`src/rtl/if_stage_if.sv`:
```
// Instruction-memory request/response bus between the fetch stage and memory.
//   instr_req    : fetch stage requests a word at instr_addr
//   instr_addr   : word-aligned request address
//   instr_gnt    : memory accepts the request this cycle
//   instr_rvalid : in-order response valid, at least one cycle after grant
//   instr_rdata  : response instruction word
// master = fetch stage, slave = memory.
interface if_stage_if;
  logic        instr_req;
  logic [31:0] instr_addr;
  logic        instr_gnt;
  logic        instr_rvalid;
  logic [31:0] instr_rdata;

  modport master (output instr_req, instr_addr, input instr_gnt, instr_rvalid, instr_rdata);
  modport slave  (input instr_req, instr_addr, output instr_gnt, instr_rvalid, instr_rdata);
endinterface

```
`src/rtl/if_stage.sv`:
```
// Instruction fetch stage: issues sequential fetches, tracks outstanding
// requests, discards wrong-path responses after a redirect, buffers returned
// words in a small FIFO and feeds the IF/ID register.
//
// Ports:
//   clk_i, rst_i             clock, asynchronous active-high reset
//   imem (master)            instruction memory req/gnt/rvalid bus
//   stall_if_i, flush_id_i   hazard controller hold / invalidate of ID outputs
//   branch_decision_ex_i,
//   branch_target_ex_i       taken branch from EX (wins over jump)
//   jump_id_i,
//   jump_target_id_i         JAL/JALR redirect from ID
//   instr_id_o, pc_id_o,
//   valid_id_o               IF/ID register
//
// Build option: define IF_PREFETCH_EN for a 2-deep FIFO with 2 outstanding
// requests (1 instr/cycle); otherwise 1-deep FIFO, 1 outstanding.
module if_stage #(
  parameter logic [31:0] BOOT_ADDR = 32'h0000_0000
) (
  input  logic        clk_i,
  input  logic        rst_i,
  if_stage_if.master  imem,
  input  logic        stall_if_i,
  input  logic        flush_id_i,
  input  logic        branch_decision_ex_i,
  input  logic [31:0] branch_target_ex_i,
  input  logic        jump_id_i,
  input  logic [31:0] jump_target_id_i,
  output logic [31:0] instr_id_o,
  output logic [31:0] pc_id_o,
  output logic        valid_id_o
);

`ifdef IF_PREFETCH_EN
  localparam int DEPTH   = 2;
  localparam int MAX_OUT = 2;
`else
  localparam int DEPTH   = 1;
  localparam int MAX_OUT = 1;
`endif
  localparam logic [31:0] NOP = 32'h0000_0013;

  typedef struct packed {
    logic [31:0] pc;
    logic [31:0] instr;
  } fetch_ent_t;

  logic [31:2] r_fetch_pc;
  logic [1:0]  r_out;
  logic [1:0]  r_kill;
  logic [1:0]  r_cnt;
  fetch_ent_t  r_q [DEPTH];

  logic        w_redirect;
  logic [31:0] w_target;
  logic        w_unused;
  logic [31:0] w_fetch_addr;
  logic        w_fire;
  logic        w_rv;
  logic        w_resp_ok;
  logic        w_id_en;
  logic        w_pop;
  logic        w_bypass;
  logic        w_push;
  logic [1:0]  w_free;
  logic [1:0]  w_live;
  logic [31:0] w_resp_pc;
  fetch_ent_t  w_resp;
  fetch_ent_t  w_q_n [DEPTH];
  logic [1:0]  w_cnt_n;
  logic [1:0]  w_out_n;
  logic [1:0]  w_kill_n;

  assign w_redirect = branch_decision_ex_i | jump_id_i;
  assign w_target   = branch_decision_ex_i ? branch_target_ex_i : jump_target_id_i;
  assign w_unused   = ^w_target[1:0];

  assign w_fetch_addr = {r_fetch_pc, 2'b00};

  // Responses only count while something is outstanding; strays are ignored.
  assign w_rv      = imem.instr_rvalid && (r_out != 2'd0);
  assign w_resp_ok = w_rv && (r_kill == 2'd0) && !w_redirect;

  // A redirect makes the FIFO contents wrong-path, so nothing is popped then.
  assign w_id_en  = !flush_id_i && !stall_if_i;
  assign w_pop    = w_id_en && (r_cnt != 2'd0) && !w_redirect;
  // Empty FIFO: a fresh response goes straight into the ID register.
  assign w_bypass = w_id_en && (r_cnt == 2'd0) && w_resp_ok;
  assign w_push   = w_resp_ok && !w_bypass;

  // Free slots include the one vacated by this cycle's pop; every outstanding
  // request owns a slot, so a push can never overflow.
  assign w_free = 2'(DEPTH) - r_cnt + {1'b0, w_pop};

  assign imem.instr_req  = !rst_i && (r_out < 2'(MAX_OUT)) && (w_free > r_out);
  assign imem.instr_addr = w_fetch_addr;
  assign w_fire          = imem.instr_req && imem.instr_gnt;

  // Live (non-killed) requests were issued back-to-back from the current
  // path, so the next response belongs to fetch_pc - 4*live.
  assign w_live    = r_out - r_kill;
  assign w_resp_pc = w_fetch_addr - {28'd0, w_live, 2'b00};
  assign w_resp    = {w_resp_pc, imem.instr_rdata};

  assign w_out_n  = r_out + {1'b0, w_fire} - {1'b0, w_rv};
  // Everything still in flight after a redirect, including a request granted
  // in the redirect cycle, is wrong-path.
  assign w_kill_n = w_redirect ? w_out_n :
                    (w_rv && (r_kill != 2'd0)) ? r_kill - 2'd1 : r_kill;

  always_comb begin
    w_q_n   = r_q;
    w_cnt_n = r_cnt;
    if (w_redirect) begin
      w_cnt_n = 2'd0;
    end else begin
      if (w_pop) begin
        for (int i = 0; i < DEPTH - 1; i++) w_q_n[i] = r_q[i + 1];
        w_cnt_n = r_cnt - 2'd1;
      end
      if (w_push) begin
        for (int i = 0; i < DEPTH; i++)
          if (2'(i) == w_cnt_n) w_q_n[i] = w_resp;
        w_cnt_n = w_cnt_n + 2'd1;
      end
    end
  end

  always_ff @(posedge clk_i or posedge rst_i) begin
    if (rst_i) begin
      r_fetch_pc <= BOOT_ADDR[31:2];
      r_out      <= 2'd0;
      r_kill     <= 2'd0;
      r_cnt      <= 2'd0;
      for (int i = 0; i < DEPTH; i++) r_q[i] <= '0;
    end else begin
      if (w_redirect)  r_fetch_pc <= w_target[31:2];
      else if (w_fire) r_fetch_pc <= r_fetch_pc + 30'd1;
      r_out  <= w_out_n;
      r_kill <= w_kill_n;
      r_cnt  <= w_cnt_n;
      r_q    <= w_q_n;
    end
  end

  // IF/ID register: flush > stall > pop/bypass > bubble.
  always_ff @(posedge clk_i or posedge rst_i) begin
    if (rst_i) begin
      valid_id_o <= 1'b0;
      instr_id_o <= NOP;
      pc_id_o    <= 32'd0;
    end else if (flush_id_i) begin
      valid_id_o <= 1'b0;
      instr_id_o <= NOP;
    end else if (!stall_if_i) begin
      if (w_pop) begin
        valid_id_o <= 1'b1;
        instr_id_o <= r_q[0].instr;
        pc_id_o    <= r_q[0].pc;
      end else if (w_bypass) begin
        valid_id_o <= 1'b1;
        instr_id_o <= w_resp.instr;
        pc_id_o    <= w_resp.pc;
      end else begin
        valid_id_o <= 1'b0;
      end
    end
  end

endmodule

```
`src/flat_wrapper.sv`:
```
// flat-port wrapper written by rule: the top's interface ports become plain ports
module if_stage_flat 
#(
  parameter logic [31:0] BOOT_ADDR = 32'h0000_0000
)
  (clk_i, rst_i, stall_if_i, flush_id_i, branch_decision_ex_i, branch_target_ex_i, jump_id_i, jump_target_id_i, instr_id_o, pc_id_o, valid_id_o, imem_instr_req, imem_instr_addr, imem_instr_gnt, imem_instr_rvalid, imem_instr_rdata);
  if_stage_if imem_i ();
  input  logic clk_i;
  input  logic rst_i;
  input  logic stall_if_i;
  input  logic flush_id_i;
  input  logic branch_decision_ex_i;
  input  logic [31:0] branch_target_ex_i;
  input  logic jump_id_i;
  input  logic [31:0] jump_target_id_i;
  output logic [31:0] instr_id_o;
  output logic [31:0] pc_id_o;
  output logic valid_id_o;
  output wire logic [$bits(imem_i.instr_req)-1:0] imem_instr_req;
  output wire logic [$bits(imem_i.instr_addr)-1:0] imem_instr_addr;
  input wire logic [$bits(imem_i.instr_gnt)-1:0] imem_instr_gnt;
  input wire logic [$bits(imem_i.instr_rvalid)-1:0] imem_instr_rvalid;
  input wire logic [$bits(imem_i.instr_rdata)-1:0] imem_instr_rdata;
  assign imem_instr_req = imem_i.instr_req;
  assign imem_instr_addr = imem_i.instr_addr;
  assign imem_i.instr_gnt = imem_instr_gnt;
  assign imem_i.instr_rvalid = imem_instr_rvalid;
  assign imem_i.instr_rdata = imem_instr_rdata;
  if_stage #(.BOOT_ADDR(BOOT_ADDR)) u_core (.clk_i(clk_i), .rst_i(rst_i), .imem(imem_i), .stall_if_i(stall_if_i), .flush_id_i(flush_id_i), .branch_decision_ex_i(branch_decision_ex_i), .branch_target_ex_i(branch_target_ex_i), .jump_id_i(jump_id_i), .jump_target_id_i(jump_target_id_i), .instr_id_o(instr_id_o), .pc_id_o(pc_id_o), .valid_id_o(valid_id_o));
endmodule
```
`config.mk`:
```
export PLATFORM = sky130hd
export DESIGN_NAME = if_stage_flat
export DESIGN_NICKNAME = d
export VERILOG_FILES = /design/src/rtl/if_stage_if.sv /design/src/rtl/if_stage.sv /design/src/flat_wrapper.sv
export SDC_FILE = /design/constraint.sdc
export NUM_CORES = 1
export LEC_CHECK = 0
export ABC_AREA = 1
export BUFFER_PORTS_ARGS = -buffer_cell sky130_fd_sc_hd__buf_2
export CAP_MARGIN = 40
export CORE_MARGIN = 5
export CORE_UTILIZATION = 55
export DETAILED_ROUTE_END_ITERATION = 8
export PLACE_DENSITY = 0.86
export SETUP_SLACK_MARGIN = 0.15
export SLEW_MARGIN = 20
export SYNTH_ARGS = -nofsm -noshare
export SYNTH_HDL_FRONTEND = slang
export SYNTH_SLANG_ARGS = --single-unit
```
`constraint.sdc`:
```
create_clock -name clk_i -period 5.9 [get_ports clk_i]
set_input_delay 0.59 -clock clk_i [delete_from_list [all_inputs] [get_ports clk_i]]
set_output_delay 0.59 -clock clk_i [all_outputs]
set_load 0.05 [all_outputs]
```
==> metrics.md <==
| Metric | Value |
|---|---|
| Cell Pwr Density | just over 400 nW/um^2 |
| # setup viols final | 0 |
| Hpwl dp | 18100 microns |
| Port Buffers | ~190 |
| Fin crit share | 57.0% |
| Seq/Total Area, Yosys | 45.5% |
| CTS sink cnt | 161 |
| Drt first-iter violations | roughly 800 |
| Die H | 137 microns |
| Clk pin slew, worst setup/hold paths | 0.07 ns |
| Slew @ Worst Pin | ~0.76 ns |
| # Post-CTS Setup Buffers | 0 |
| Max Freq | 297 MHz |
| CP required | 5.31 ns |
| Final Hold Viols | 0 |
| First-pass GRT wire length | around 40000 microns |
| CTS tree | built |
| Yosys top cell by area | dfrtp_1 |
| Dpl ws | 2.25 ns |
| Launching point of the worst reg2reg path | u_core.r_cnt[1] |
| Final slew viol count | 0 |
| Final Wtd Congestion | 0.940 |
| Area growth from synthesis to layout | 20.2% |
| CTS max path bufs | 2 |
| # IOs | 202 |
| DR vias | 8643 |
| Peak VDD IR | 261 uV |
| Initial antenna violation count | 0 |
| WL/cell | between 15 and 20 microns |
| ANT cells | 0 |
| Final WL | 24800 microns |
| Setup total negative slack | 0 ns |
| Initial Util | 56.0% |
| CTS Buf Count | 17 |
| CP cell instances | inv_1, ha_1, nor2_1, nand2_1, inv_2, nand2_1, xor2_1, ha_1, nand2_1, inv_1, nor3_1, buf_2 |
| Register-to-Register Path Depth | 16 |
| Synth top area share | 44.6% |
| Worst setup SP type | flip-flop |
| Grt ovf | 0 |
| Num rows | 46 |
| Hold/Removal Path Class | input pin to async pin |
| DIE AREA | 18800 sq um |
| Largest net degree at the start of global routing | 55 |
| Maxcap violations | 0 |
| Avg Vias per Cell | approximately 5.3 |
| Avg Inst Size Synth | approximately 7.2 sq um |
| Remaining routing DRC violations | 0 |
| H-tree depth | 4 |
| Post-synthesis cell count | 1233 |
| Share of cells above drive strength 1 | 18.0% |
| TritonRoute pass-1 iters | 7 |
| Critical path origin | u_core.r_cnt[1] |
| Post-route ant nets | 0 |
| Most frequent CP cell | nand2_1 |
| Crit path arrival time | 2.78 ns |
| Clk Latency, worst-skew pair | 0.43 ns |
| Filler cells | 1340 |
| Top post-synthesis cells by area | dfrtp_1 (45%), nand2_1 (19%), nor2_1 (7.5%), inv_1 (3.9%), nand3_1 (3.3%) |
| Vias in the first global route | ~8100 |
| Layout Nets | 1515 |
| Hold_buf cts | 0 |
| Yosys warning count | 0 |
| Unrepaired setup endpoints after global routing | no |
| Outcome | completed |
| Total Routing Usage GR | 27.0% |
| Leak | 5.56 nW |
| Relative slew slack | 49.3% |
| Final setup margin | 2.53 ns |
| Post-Syn Area | 8870 sq um |
| Core Box Area | 15800 sq um |
| Distinct cells, synth | 34 |
| Final worst path period need | 3.37 ns |
| CTS Root Cell | clkbuf_16 |
| Yosys reg bits | between 150 and 200 |
| CP max stage cell | nand2_1 |
| CP peak stage delay | 0.42 ns |
| Crit path kind | flip-flop to primary output |
| Worst-path fanout max | 14 |
| Critical path endpoint category | primary output |
| Max Clock Skew | 0.0103 ns |
| Die W | 137 microns |
| Post-CTS sizing | 0 |
-- power breakdown --
part           switching [mW]  total [mW]  leakage (nW)  internal [mW]
registers               0.240        1.67          2.06           1.43
logic                    1.00        1.42          3.19          0.413
clock network           0.470        1.21         0.315          0.742
total                    1.71        4.29          5.56           2.58
-- cell type report --
cell class              instances  area (sq um)  share of cell area, %
inverters                      99           375                   3.52
clock buffers                  20           457                   4.28
multi-input cells             915          4210                   39.5
well taps                     216           270                   2.53
repair buffers                205          1120                   10.5
flip-flops and latches        161          4030                   37.8
clock inverters                12           191                   1.80
-- critical path, delay by kind of cell (launching register included) --
kind	cells	cell delay (ns)
adders and majority gates	2	0.47
and+or+nand+nor	5	0.84
DFF	1	0.38
buffers and inverters	4	0.49
xor gates and xnor gates	1	0.18
-- synth_stat cells --
master	count
a21oi_1	35
o21bai_1	1
dfrtp_1	158
a22oi_1	28
ha_1	11
or2_2	2
inv_1	93
nor3_1	2
clkinv_1	3
o21ai_0	36
nand3_1	59
o22ai_1	8
buf_1	5
nor2_1	177
mux2i_1	3
xnor2_1	5
o211ai_1	31
buf_2	22
fa_1	1
dfstp_2	3
nand2_2	2
clkbuf_1	30
nand3_2	1
nand4_1	2
nand3b_1	2
nand2_1	448
buf_4	4
xor2_1	23
nor2_2	2
inv_2	3
o21ai_1	27
conb_1	1
a31oi_1	3
nor2_4	2
-- metal layers --
metal,vias up,global-route usage (%),wire [microns]
met5,-,0,0
li1,4260,-,-
met3,51,5.15,1870
met2,350,41.9,11300
met4,0,9.26,688
met1,3982,38.1,10900
-- final timing paths --
check | to | slack [ns]
max reg2reg | u_core.r_fetch_pc[26] | 2.62
min reg2reg | u_core.instr_id_o[3] | 0.47
min | u_core.r_fetch_pc[16] | 0.15
max | imem_instr_req | 2.53
max in group asynchronous | u_core.r_q[46] | 4.12
min in group clk_i | u_core.r_q[3] | 0.39
-- logic make-up after synthesis --
family	after synthesis	share of synthesized area [%]
AO/OA/AOI/OAI	169	11.4
XOR/XNOR	28	2.76
adder cells (fa/ha/maj)	12	1.78
buffers and inverters	160	7.25
flip-flops	161	45.5
multiplexers	3	0.339
other	1	0.0423
AND/OR/NAND/NOR	699	31.0
-- per-stage QoR --
stage / util [%] / total power [mW] / hold WS, ns / instance area (sq um) / cells
after global placement: 62.8 / 3.02 / 0.448 / 9940 / 1593
after detailed placement: 63.3 / 3.08 / 0.455 / 10000 / 1596
after CTS: 67.4 / 4.30 / 0.139 / 10700 / 1628
after global routing: 67.4 / 4.55 / 0.157 / 10700 / 1628
after floorplan: - / 2.68 / 0.442 / 8890 / 1236
final: 67.4 / 4.29 / 0.146 / 10700 / 1628
-- state kept, by name, indices dropped and copies added (netlist names) --
| signal | flops |
|---|---|
| u_core.r_q | 62 |
| u_core.instr_id_o | 32 |
| u_core.pc_id_o | 30 |
| u_core.r_fetch_pc | 30 |
| u_core.r_cnt | 2 |
| u_core.r_kill | 2 |
| u_core.r_out | 2 |
| u_core.valid_id_o | 1 |
-- placed cells by master, fill, tap and decap left out, drive strengths merged --
cell,instances
a22oi,28
o21ai,63
dfrtp,158
nor2,181
nand3,60
clkinv,4
nand4,2
or2,2
conb,4
nor3,2
o22ai,8
xnor2,5
xor2,23
o211ai,31
clkbuf,20
clkinvlp,2
o21bai,1
a21oi,35
buf,205
nand2,450
mux2i,3
inv,101
a31oi,3
dfstp,3
fa,1
ha,11
nand3b,2
bufinv,4
No activity file was read; power rests on OpenSTA's default activity.
